<file path="src/rtl/expu_pipe_ctrl.sv">
// Elastic valid/ready controller for expu_row register chains.
// Tracks per-stage valid/last bits and drives the row load enables.
module expu_pipe_ctrl #(
  parameter  int unsigned NUM_REGS  = 2,
  parameter  int unsigned CNT_WIDTH = 32,
  localparam int unsigned EN_W      = (NUM_REGS > 0) ? NUM_REGS : 1,
  localparam int unsigned OCC_W     =
    (NUM_REGS < 2) ? 1 : $clog2(NUM_REGS + 1)
) (
  input  logic                 clk_i,
  input  logic                 rst_ni,
  input  logic                 clear_i,
  input  logic                 valid_i,
  input  logic                 last_i,
  output logic                 ready_o,
  output logic                 valid_o,
  output logic                 last_o,
  input  logic                 ready_i,
  output logic [EN_W-1:0]      enable_o,
  output logic                 clear_o,
  output logic [OCC_W-1:0]     occupancy_o,
  output logic                 idle_o,
  output logic [CNT_WIDTH-1:0] beats_o
);

  logic                 r_clr;
  logic [CNT_WIDTH-1:0] r_beats;
  logic                 w_acc;

  assign w_acc   = valid_i & ready_o & ~clear_i;
  assign clear_o = r_clr;
  assign beats_o = r_beats;
  assign idle_o  = (occupancy_o == '0) & ~valid_i;

  always_ff @(posedge clk_i or negedge rst_ni) begin
    if (!rst_ni) begin
      r_clr   <= 1'b0;
      r_beats <= '0;
    end else begin
      r_clr <= clear_i;
      if (clear_i) begin
        r_beats <= '0;
      end else if (w_acc) begin
        r_beats <= r_beats + 1'b1;
      end
    end
  end

  if (NUM_REGS == 0) begin : g_comb
    assign valid_o     = valid_i;
    assign last_o      = last_i;
    assign ready_o     = ready_i;
    assign enable_o    = '0;
    assign occupancy_o = '0;
  end else begin : g_pipe
    logic [NUM_REGS-1:0] r_v;
    logic [NUM_REGS-1:0] r_l;
    logic [NUM_REGS-1:0] w_vin;
    logic [NUM_REGS-1:0] w_lin;
    logic [NUM_REGS-1:0] w_rdy;
    logic [OCC_W-1:0]    w_occ;

    always_comb begin
      w_vin    = '0;
      w_lin    = '0;
      w_vin[0] = valid_i;
      w_lin[0] = last_i & valid_i;
      for (int j = 1; j < NUM_REGS; j++) begin
        w_vin[j] = r_v[j-1];
        w_lin[j] = r_l[j-1];
      end
    end

    // r[j] = ~v[j] | r[j+1], unrolled: ready unless stages j..end all full
    always_comb begin
      logic w_full;
      w_full = 1'b1;
      w_rdy  = '0;
      for (int j = 0; j < NUM_REGS; j++) begin
        w_full = 1'b1;
        for (int k = j; k < NUM_REGS; k++) begin
          w_full = w_full & r_v[k];
        end
        w_rdy[j] = ready_i | ~w_full;
      end
    end

    always_comb begin
      w_occ = '0;
      for (int j = 0; j < NUM_REGS; j++) begin
        w_occ = w_occ + OCC_W'(r_v[j]);
      end
    end

    always_ff @(posedge clk_i or negedge rst_ni) begin
      if (!rst_ni) begin
        r_v <= '0;
        r_l <= '0;
      end else if (clear_i) begin
        r_v <= '0;
        r_l <= '0;
      end else begin
        for (int j = 0; j < NUM_REGS; j++) begin
          if (w_rdy[j]) begin
            r_v[j] <= w_vin[j];
            r_l[j] <= w_lin[j];
          end
        end
      end
    end

    assign enable_o    = clear_i ? '0 : (w_rdy & w_vin);
    assign ready_o     = w_rdy[0] & ~clear_i;
    assign valid_o     = r_v[NUM_REGS-1];
    assign last_o      = r_l[NUM_REGS-1];
    assign occupancy_o = w_occ;

    a_hold: assert property (
      @(posedge clk_i) disable iff (!rst_ni)
      (valid_o && !ready_i && !clear_i)
      |=> ($stable(valid_o) && $stable(last_o))
    );
  end

endmodule

</file>
<file path="config.mk">
export PLATFORM = sky130hd
export DESIGN_NAME = expu_pipe_ctrl
export DESIGN_NICKNAME = d
export VERILOG_FILES = /design/src/rtl/expu_pipe_ctrl.sv
export SDC_FILE = /design/constraint.sdc
export NUM_CORES = 1
export LEC_CHECK = 0
export CAP_MARGIN = 20
export CORE_MARGIN = 1
export CORE_UTILIZATION = 55
export CTS_BUF_LIST = sky130_fd_sc_hd__clkbuf_4
export CTS_CLUSTER_SIZE = 30
export DETAILED_ROUTE_END_ITERATION = 10
export GPL_TIMING_DRIVEN = 0
export PLACE_DENSITY = 0.87
export SYNTH_ARGS = -nofsm -noshare
export SYNTH_HDL_FRONTEND = slang
export SYNTH_SLANG_ARGS = --single-unit
export TNS_END_PERCENT = 20
</file>
<file path="constraint.sdc">
create_clock -name clk_i -period 4.2 [get_ports clk_i]
set_input_delay 0.84 -clock clk_i [delete_from_list [all_inputs] [get_ports clk_i]]
set_output_delay 0.84 -clock clk_i [all_outputs]
set_load 0.05 [all_outputs]
</file>
==> results by group, run 1 <==
Status
  • Run status: finished, final reports clean

Finish
  • Most frequent cells in the layout: 45 x clkdlybuf4s50_1, 37 x dfrtp_1, 20 x nor2_1, 20 x a21oi_1, 15 x nand2_1
  • Multi-input gate area: between 1000 and 1500 um^2
  • Area growth syn-to-layout: 28.9%
  • Fill count: approximately 250
  • Reg area: about 930 um^2
  • Final #Nets: between 200 and 300
  • Antenna cells: 0
  • Non-Filler Instances: 317
  • Layout cells sized above 1: 8.86%
  • Most common cell after layout, fill and taps aside: clkdlybuf4s50_1
  • Fin util: approximately 76%

Worst hold path
  • Critical hold path startpoint: g_pipe.r_l[0]
  • Hold Crit Class: register to register

GRT
  • First-pass GRT wire length: approximately 8000 um
  • GRT Total Usage: 26.2%
  • Initial antenna violation count: 0
  • Largest net degree at the start of global routing: 38
  • Vias in the first global route: 1,788
  • Total gr overflow: 0

Timing
  • Slew Limit Fails: 0
  • Final min period: 3980 ps
  • Setup TNS: 0 ps
  • Slew @ Worst Pin: 810 ps
  • RSZ-0062 raised after global routing: no
  • Relative slew slack: 46.0%
  • Final worst path period share: between 90% and 100%
  • Worst Skew: between 15 and 20 ps
  • Fin. Hold Viols: 0
  • Fin Hold WS: between 500 and 600 ps
  • Setup Viol. Count Final: 0
  • Fmax: about 250 MHz

Clock tree
  • Num CTS Buffers: 5
  • H-Tree Depth: 2
  • Root Buffer: clkbuf_4
  • Hold-fix buffers at CTS: 0
  • Gates resized, CTS repair: 0
  • Deepest clock path buffer count: 2
  • Skew-Pair Late Insertion Delay: 350 ps
  • Buffer count from post-CTS setup fixing: 0
  • Clock-pin slew on the worst setup and hold paths: around 100 ps
  • CTS tree: done
  • Clk sinks: 37

Floorplan
  • Die Wd: 62.7 um
  • Core area: about 3400 um^2
  • Die H: ~63 um
  • Starting Density: 58.8%
  • Full die area: approximately 3900 um^2
  • Num ports: 47
  • FP Rows: 21

Logic synthesis
  • Synth Instances: around 220
  • Seq/Total Area, Yosys: around 46%
  • Post-synth top area share: ~46%
  • Area contributors post-synth: dfrtp_1 46%, a21oi_1 4.9%, mux2_2 4.5%, nor2_1 3.7%, or4_1 3.7%
  • Mapped cell area: 2020 um^2
  • Netlist cell types: 35
  • Mean Syn Cell Area: approximately 9.3 um^2
  • #FFs+latches synth: 37
  • Net count after synthesis: 227
  • Post-synth top area cell: dfrtp_1
  • Warnings, synthesis: 0

Critical path
  • WS Path Type: input port to output port
  • CP Max Fanout: 10
  • CP startpoint kind: input port
  • CP required: between 3000 and 4000 ps
  • Worst setup EP type: output port
  • R2R Path Start: g_pipe.r_v[0]
  • Worst Setup SP: clear_i
  • CP arrival: between 3000 and 4000 ps

Drt
  • Initial DRT Pass Iterations: 4
  • Post-route ant nets: 0
  • Drt initial violations: slightly below 200
  • Residual DRC: 0
  • DR vias: roughly 1,900
  • Avg WL per Cell: approximately 15 um
  • Routed WL: approximately 4700 um
  • Vias per cell: about 6

Pwr
  • P_leak: about 0.99 nW
  • VDD IR max: 0.252 mV
  • Power Density: 260 nW/um^2

Placement
  • I/O Buffers: 46
  • Post-DP HPWL: roughly 3100 um
  • Routability Congestion: 0.780
  • Dpl cells: 310

Job
  • Max-Cap Viols: 0
[state kept, by name (all words and copies together), names as in the netlist]
name        cells
beats_o        32
clear_o         1
g_pipe.r_l      2
g_pipe.r_v      2
[path summary, 6_finish.rpt]
kind | slack (ps) | endpoint | cells past startpoint
max | 220 | enable_o[1] | 5
min | 530 | g_pipe.r_l[0] | 2
max reg2reg | 1750 | beats_o[30] | 7
min reg2reg | 530 | g_pipe.r_l[0] | 2
max in group asynchronous | 3110 | beats_o[5] | 1
min in group asynchronous | 570 | beats_o[17] | 1
[area by class of cell]
cell class                 instances  area share, %
timing repair buffer              46           17.5
clock inverter                     2           1.34
inverter                           6          0.863
tap                               46           2.21
sequential                        37           35.5
buffer                            12           2.69
clock buffer                       5           1.44
multi-input combinational        163           38.5
[cells by family after synthesis]
family	Yosys count	synth area share, %
AND/OR/NAND/NOR	108	30.1
AO/OA/AOI/OAI	37	10.1
buffers and inverters	18	4.58
multiplexers	9	4.95
XOR/XNOR	6	2.60
flip-flops	37	45.8
adder cells (fa/ha/maj)	3	1.86
[power breakdown]
group | switching (mW) | leakage [nW] | internal [mW] | total [mW]
Sequential | 0.00419 | 0.511 | 0.360 | 0.364
Clock | 0.120 | 0.0410 | 0.121 | 0.241
Combinational | 0.0509 | 0.438 | 0.0228 | 0.0736
[worst max-delay path, stage by stage]
cell             delay [ps]
clkdlybuf4s50_1         590
clkbuf_1                410
buf_1                   480
nor3_1                  100
clkdlybuf4s50_1         720
[synthesized netlist by cell type, drive strengths merged]
| cell | number |
|---|---|
| dfrtp | 37 |
| a21oi | 20 |
| nor2 | 20 |
| nand2 | 15 |
| nand3 | 13 |
| or3 | 11 |
| or4 | 11 |
| nor2b | 10 |
| nor4 | 10 |
| o21ai | 9 |
| mux2 | 8 |
| o31ai | 8 |
| buf | 6 |
| inv | 6 |
| nand4 | 6 |
| clkbuf | 5 |
| xnor2 | 5 |
| and4 | 3 |
| ha | 3 |
| nand2b | 2 |
| and2 | 1 |
| and3 | 1 |
| dlygate4sd1 | 1 |
| mux2i | 1 |
| nor3 | 1 |
| nor3b | 1 |
| nor4b | 1 |
| or2 | 1 |
| or4b | 1 |
| xor2 | 1 |
[layer usage]
metal  share of wire, %  up-vias  global-route usage (%)
li1                   -      907                       -
met1                 44      910                    32.2
met2                 48       69                    42.1
met3                4.3       13                    6.02
met4                2.7        0                    15.4
met5                  0        -                       0
[through the flow]
step	cell area (um^2)	total power, mW	setup WS (ps)
after global placement	2540	0.444	306
after CTS	2610	0.683	265
after global routing	2610	0.705	173
final	2610	0.679	220
after detailed placement	2540	0.444	273
after floorplan	2020	0.413	1030
Note: power is estimated with default switching activity, not from simulation.
==> inputs of run 2 (changes only) <==
Settings changed: CORE_MARGIN 1 to unset, CORE_UTILIZATION 55 to 53, DONT_BUFFER_PORTS set to 1, PLACE_DENSITY 0.87 to 0.68.
==> run 2 against run 1 <==
Effect of this change:
- first-iteration DRC count shrank 57%
- critical path type is now register to output port
- die area grew 3.7%
- total power shrank 2.6%
- count of clock-buffer cells in the layout grew 1
- largest power group unchanged
- cell count shrank 13%
==> results by group, run 2 (synthesized netlist as in run 1, its figures left out) <==
Critical path
  • CP required: between 3000 and 4000 ps
  • R2R Path Start: g_pipe.r_v[1]
  • CP max stage delay: approximately 700 ps
  • Worst path slowest cell: nor2_1
  • Reg2Reg Depth: 7
  • WS Path Type: register to output port
  • CP arrival: approximately 2600 ps
  • Crit-path cells: ha_1 -> nor2b_1 -> buf_4 -> nor2_1
  • Register-to-register setup slack: between 1000 and 1500 ps
  • Worst setup EP type: output port
  • RR Endpoint: beats_o[26]
  • CP Max Fanout: 10
  • CP startpoint kind: register

Timing
  • Relative slew slack: a little under two fifths
  • Fmax: approximately 290 MHz
  • Setup Viol. Count Final: 0
  • Final min period: 3400 ps
  • Slew @ Worst Pin: approximately 940 ps
  • RSZ-0062 raised after global routing: no
  • Fin Hold WS: roughly 170 ps
  • Slew Limit Fails: 0
  • Final worst path period share: 81.0%
  • Setup TNS: 0 ps
  • Fin. Hold Viols: 0
  • Worst Skew: 13.0 ps

Clock tree
  • Clock-pin slew on the worst setup and hold paths: between 100 and 150 ps
  • Root Buffer: clkbuf_4
  • Num CTS Buffers: 5
  • H-Tree Depth: 2
  • Hold-fix buffers at CTS: 0
  • CTS tree: done
  • Buffer count from post-CTS setup fixing: 0
  • Gates resized, CTS repair: 0
  • Skew-Pair Late Insertion Delay: approximately 340 ps
  • Deepest clock path buffer count: 2
  • Clk sinks: 37

Drt
  • Avg WL per Cell: 16.2 um
  • Drt initial violations: between 80 and 90
  • Initial DRT Pass Iterations: 4
  • Routed WL: between 4000 and 5000 um
  • Post-route ant nets: 0
  • Vias per cell: a little over 6
  • Residual DRC: 0
  • DR vias: about 1,700

Floorplan
  • Die H: ~64 um
  • Die Wd: roughly 64 um
  • FP Rows: 22
  • Num ports: between 40 and 50
  • Full die area: 4070 um^2
  • Starting Density: 55.3%
  • Core area: approximately 3700 um^2

GRT
  • Vias in the first global route: around 1,600
  • Total gr overflow: 0
  • GRT Total Usage: between 20% and 30%
  • Largest net degree at the start of global routing: 38
  • Initial antenna violation count: 0
  • First-pass GRT wire length: between 7000 and 8000 um

Placement
  • Post-DP HPWL: about 3200 um
  • Routability Congestion: 0.766
  • I/O Buffers: 0

Finish
  • Most frequent cells in the layout: 37 x dfrtp_1, 20 x nor2_1, 20 x a21oi_1
  • Layout cells sized above 1: between 10% and 20%
  • Final #Nets: about 240
  • Antenna cells: 0
  • Area growth syn-to-layout: 7.24%
  • Largest register FFs: 32
  • Most common cell after layout, fill and taps aside: dfrtp_1

Pwr
  • VDD IR max: 0.195 mV
  • Power Density: just over 300 nW/um^2
  • P_leak: roughly 0.84 nW

Worst hold path
  • Hold Crit Class: input port to asynchronous set/reset pin

Status
  • Run status: finished, final reports clean

Job
  • Max-Cap Viols: 0
## run 2: changes by cell type in the layout (fill, tap and decap cells not counted)
cell	change
clkdlybuf4s50_1	-45
buf_2	-1
clkinv_1	+1
buf_4	+1
clkbuf_4	+1
clkinv_2	-1
## run 2: layout make-up
type | instances | area [um^2]
fill | 333 | 1490
multi-input combinational | 163 | 1000
sequential | 37 | 926
buffer | 12 | 70.1
tap | 48 | 60.1
clock buffer | 6 | 45.0
clock inverter | 2 | 33.8
inverter | 6 | 22.5
timing repair buffer | 1 | 7.51
## run 2: routing by layer
metal / wire (um) / up-vias / global-route usage [%]
met5: 0 / - / 0
met4: 22 / 0 / 8.24
met3: 235 / 2 / 8.75
met2: 2250 / 43 / 39.8
met1: 1940 / 843 / 30.0
li1: - / 812 / -
## run 2: worst max-delay path by stage
stage	startpoint	endpoint	slack, ps	cells past startpoint
after floorplan	clear_i	enable_o[1]	1030	3
after global placement	clear_i	enable_o[1]	810	3
after detailed placement	g_pipe.r_v[1]	enable_o[0]	1160	4
after CTS	g_pipe.r_v[1]	enable_o[0]	770	4
after global routing	g_pipe.r_v[1]	enable_o[0]	710	4
final	g_pipe.r_v[1]	enable_o[0]	800	4
## run 2: worst max-delay path, delay by kind of cell (launching register included)
family | cells | cell delay (ps)
buf+inv | 1 | 170
flops | 1 | 600
simple gates | 2 | 950
fa+ha+maj | 1 | 510
## run 2: report_power, final
part	switching (mW)	internal (mW)
registers	0.0155	0.360
clock network	0.118	0.130
logic	0.0275	0.00957
total	0.161	0.500
## run 2: metrics by stage
step	util [%]	setup slack (ps)	power (mW)	instances	cell area (um^2)
after floorplan	-	1030	0.413	218	2020
after global placement	56.9	810	0.418	266	2080
after detailed placement	57.1	1160	0.420	267	2090
after CTS	59.3	769	0.669	275	2170
after global routing	59.3	709	0.688	275	2170
final	59.3	800	0.661	275	2170
==> inputs of run 3 (changes only) <==
Settings changed: PLACE_DENSITY 0.68 to 0.71.
Clock period 4.2 ns to 2.8 ns, I/O delays scaled along.
==> run 3 against run 2 <==
Effect of this change:
- routed wire length fell by 0.43%
- clock power up 6%
- setup slack lost 710 ps
- critical path type is now register to register
- critical path depth increased by 3
- global-route usage shrank 0.18 points
- count of clock-buffer cells in the layout unchanged
- critical endpoint is now beats_o[31]
- total power is 36% higher
==> results by group, run 3 (synthesized netlist as in run 1, its figures left out) <==
Drt
  • DR vias: approximately 1,700
  • Routed WL: about 4400 um
  • Post-route ant nets: 0
  • Vias per cell: slightly above 6
  • Initial DRT Pass Iterations: 4
  • Drt initial violations: between 80 and 90
  • Avg WL per Cell: about 16 um
  • Residual DRC: 0

Finish
  • Fill count: roughly 320
  • Final #Nets: approximately 240
  • Most frequent cells in the layout: 33 x dfrtp_1, 20 x a21oi_1, 18 x nor2_1
  • Area growth syn-to-layout: 7.98%
  • Layout cells sized above 1: ~15%
  • Design area: 2180 um^2
  • Non-Filler Instances: about 280
  • Largest register FFs: 32
  • Antenna cells: 0
  • Most common cell after layout, fill and taps aside: dfrtp_1

Floorplan
  • Die H: ~64 um
  • Die Wd: 63.8 um
  • Full die area: a little over 4000 um^2
  • Starting Density: roughly 55%
  • Core area: ~3700 um^2
  • Num ports: between 40 and 50
  • FP Rows: 22

Timing
  • Relative slew slack: a little under two fifths
  • Fin Hold WS: roughly 44 ps
  • Setup Viol. Count Final: 0
  • Final worst path period share: 96.9%
  • RSZ-0062 raised after global routing: yes
  • Setup TNS: 0 ps
  • Slew @ Worst Pin: 930 ps
  • Worst Skew: between 9 and 10 ps
  • Slew Limit Fails: 0
  • Final min period: roughly 2700 ps
  • Fmax: ~370 MHz
  • Fin. Hold Viols: 0

Placement
  • Post-DP HPWL: between 3000 and 4000 um
  • Dpl cells: 267
  • I/O Buffers: 0
  • DP Area: between 2000 and 2500 um^2
  • Routability Congestion: just over 0.8

GRT
  • GRT Total Usage: 24.3%
  • First-pass GRT wire length: roughly 7600 um
  • Total gr overflow: 0
  • Largest net degree at the start of global routing: 38
  • Initial antenna violation count: 0
  • Vias in the first global route: about 1,700

Critical path
  • CP startpoint kind: register
  • CP required: around 3000 ps
  • RR Endpoint: beats_o[31]
  • WS Path Type: register to register
  • R2R Path Start: g_pipe.r_v[1]
  • Register-to-register setup slack: 90 ps
  • CP arrival: 2930 ps
  • Worst setup EP type: register
  • Reg2Reg Depth: 7
  • CP Max Fanout: 10

Status
  • Run status: finished, final reports clean

Clock tree
  • CTS tree: done
  • Deepest clock path buffer count: 2
  • Clk sinks: 37
  • Skew-Pair Late Insertion Delay: ~330 ps
  • H-Tree Depth: 2
  • Num CTS Buffers: 5
  • Root Buffer: clkbuf_4
  • Clock-pin slew on the worst setup and hold paths: around 110 ps
  • Buffer count from post-CTS setup fixing: 0

Worst hold path
  • Hold Crit Class: input port to asynchronous set/reset pin

Pwr
  • P_leak: approximately 0.82 nW
  • VDD IR max: ~0.27 mV
  • Power Density: just over 400 nW/um^2

Job
  • Max-Cap Viols: 0
-- run 3: changes by cell type in the layout (fill, tap and decap cells not counted), sizes merged --
cell | previous run | this run
bufinv | 1 | 0
buf | 7 | 8
-- run 3: worst max-delay path, cell delays in order (launching register included) --
cell and delay (ps):
dfrtp_2 540, ha_2 350, nor2b_1 190, buf_4 170, or3_1 440, buf_4 210
nor4_1 340, mux2_2 380
-- run 3: repair_timing --
action / CTS / global route
endpoints found under the setup margin: 12 / 3
resized for setup: 4 / 5
gates cloned: 0 / 0
hold buffers: 1 / 0
endpoints found under the hold margin: 37 / 0
-- run 3: power breakdown --
group	switching [mW]	internal [mW]	total, mW
Clock	0.163	0.101	0.264
Combinational	0.0512	0.0177	0.0688
Sequential	0.0238	0.540	0.564
-- run 3: worst max path at each step --
| stage | start | endpoint | slack [ps] | cells past startpoint |
|---|---|---|---|---|
| 4_1_cts | g_pipe.r_v[1] | beats_o[30] | 50 | 7 |
| 5_1_grt | g_pipe.r_v[1] | beats_o[24] | -10 | 7 |
| 3_3_place_gp | g_pipe.r_v[1] | beats_o[28] | -150 | 7 |
| 3_5_place_dp | g_pipe.r_v[1] | beats_o[30] | -210 | 7 |
| 2_1_floorplan | g_pipe.r_v[1] | beats_o[28] | 80 | 7 |
| 6_report | g_pipe.r_v[1] | beats_o[31] | 90 | 7 |
-- run 3: layout make-up --
| class | instances | area (um^2) | share of cell area [%] |
|---|---|---|---|
| plain buffers | 12 | 70.1 | 3.21 |
| clock buffers | 6 | 45.0 | 2.06 |
| clock inverters | 1 | 3.75 | 0.172 |
| inverters | 6 | 22.5 | 1.03 |
| multi-input cells | 163 | 1020 | 46.9 |
| flip-flops and latches | 37 | 931 | 42.6 |
| well taps | 48 | 60.1 | 2.75 |
| repair buffers | 2 | 27.5 | 1.26 |
-- run 3: layer usage --
metal,wire [um],vias to the layer above,GRT usage [%]
met5,0,-,0
met4,90,0,10.5
met3,238,13,7.14
met2,2190,44,39.1
met1,1910,828,30.2
li1,-,812,-
-- run 3: stage by stage --
stage	setup slack (ps)	total power, mW	util (%)
after floorplan	81.4	0.620	-
after global placement	-155	0.627	56.9
after detailed placement	-211	0.630	57.1
after CTS	53.9	0.909	59.2
after global routing	-14.1	0.931	59.7
final	87.1	0.896	59.7
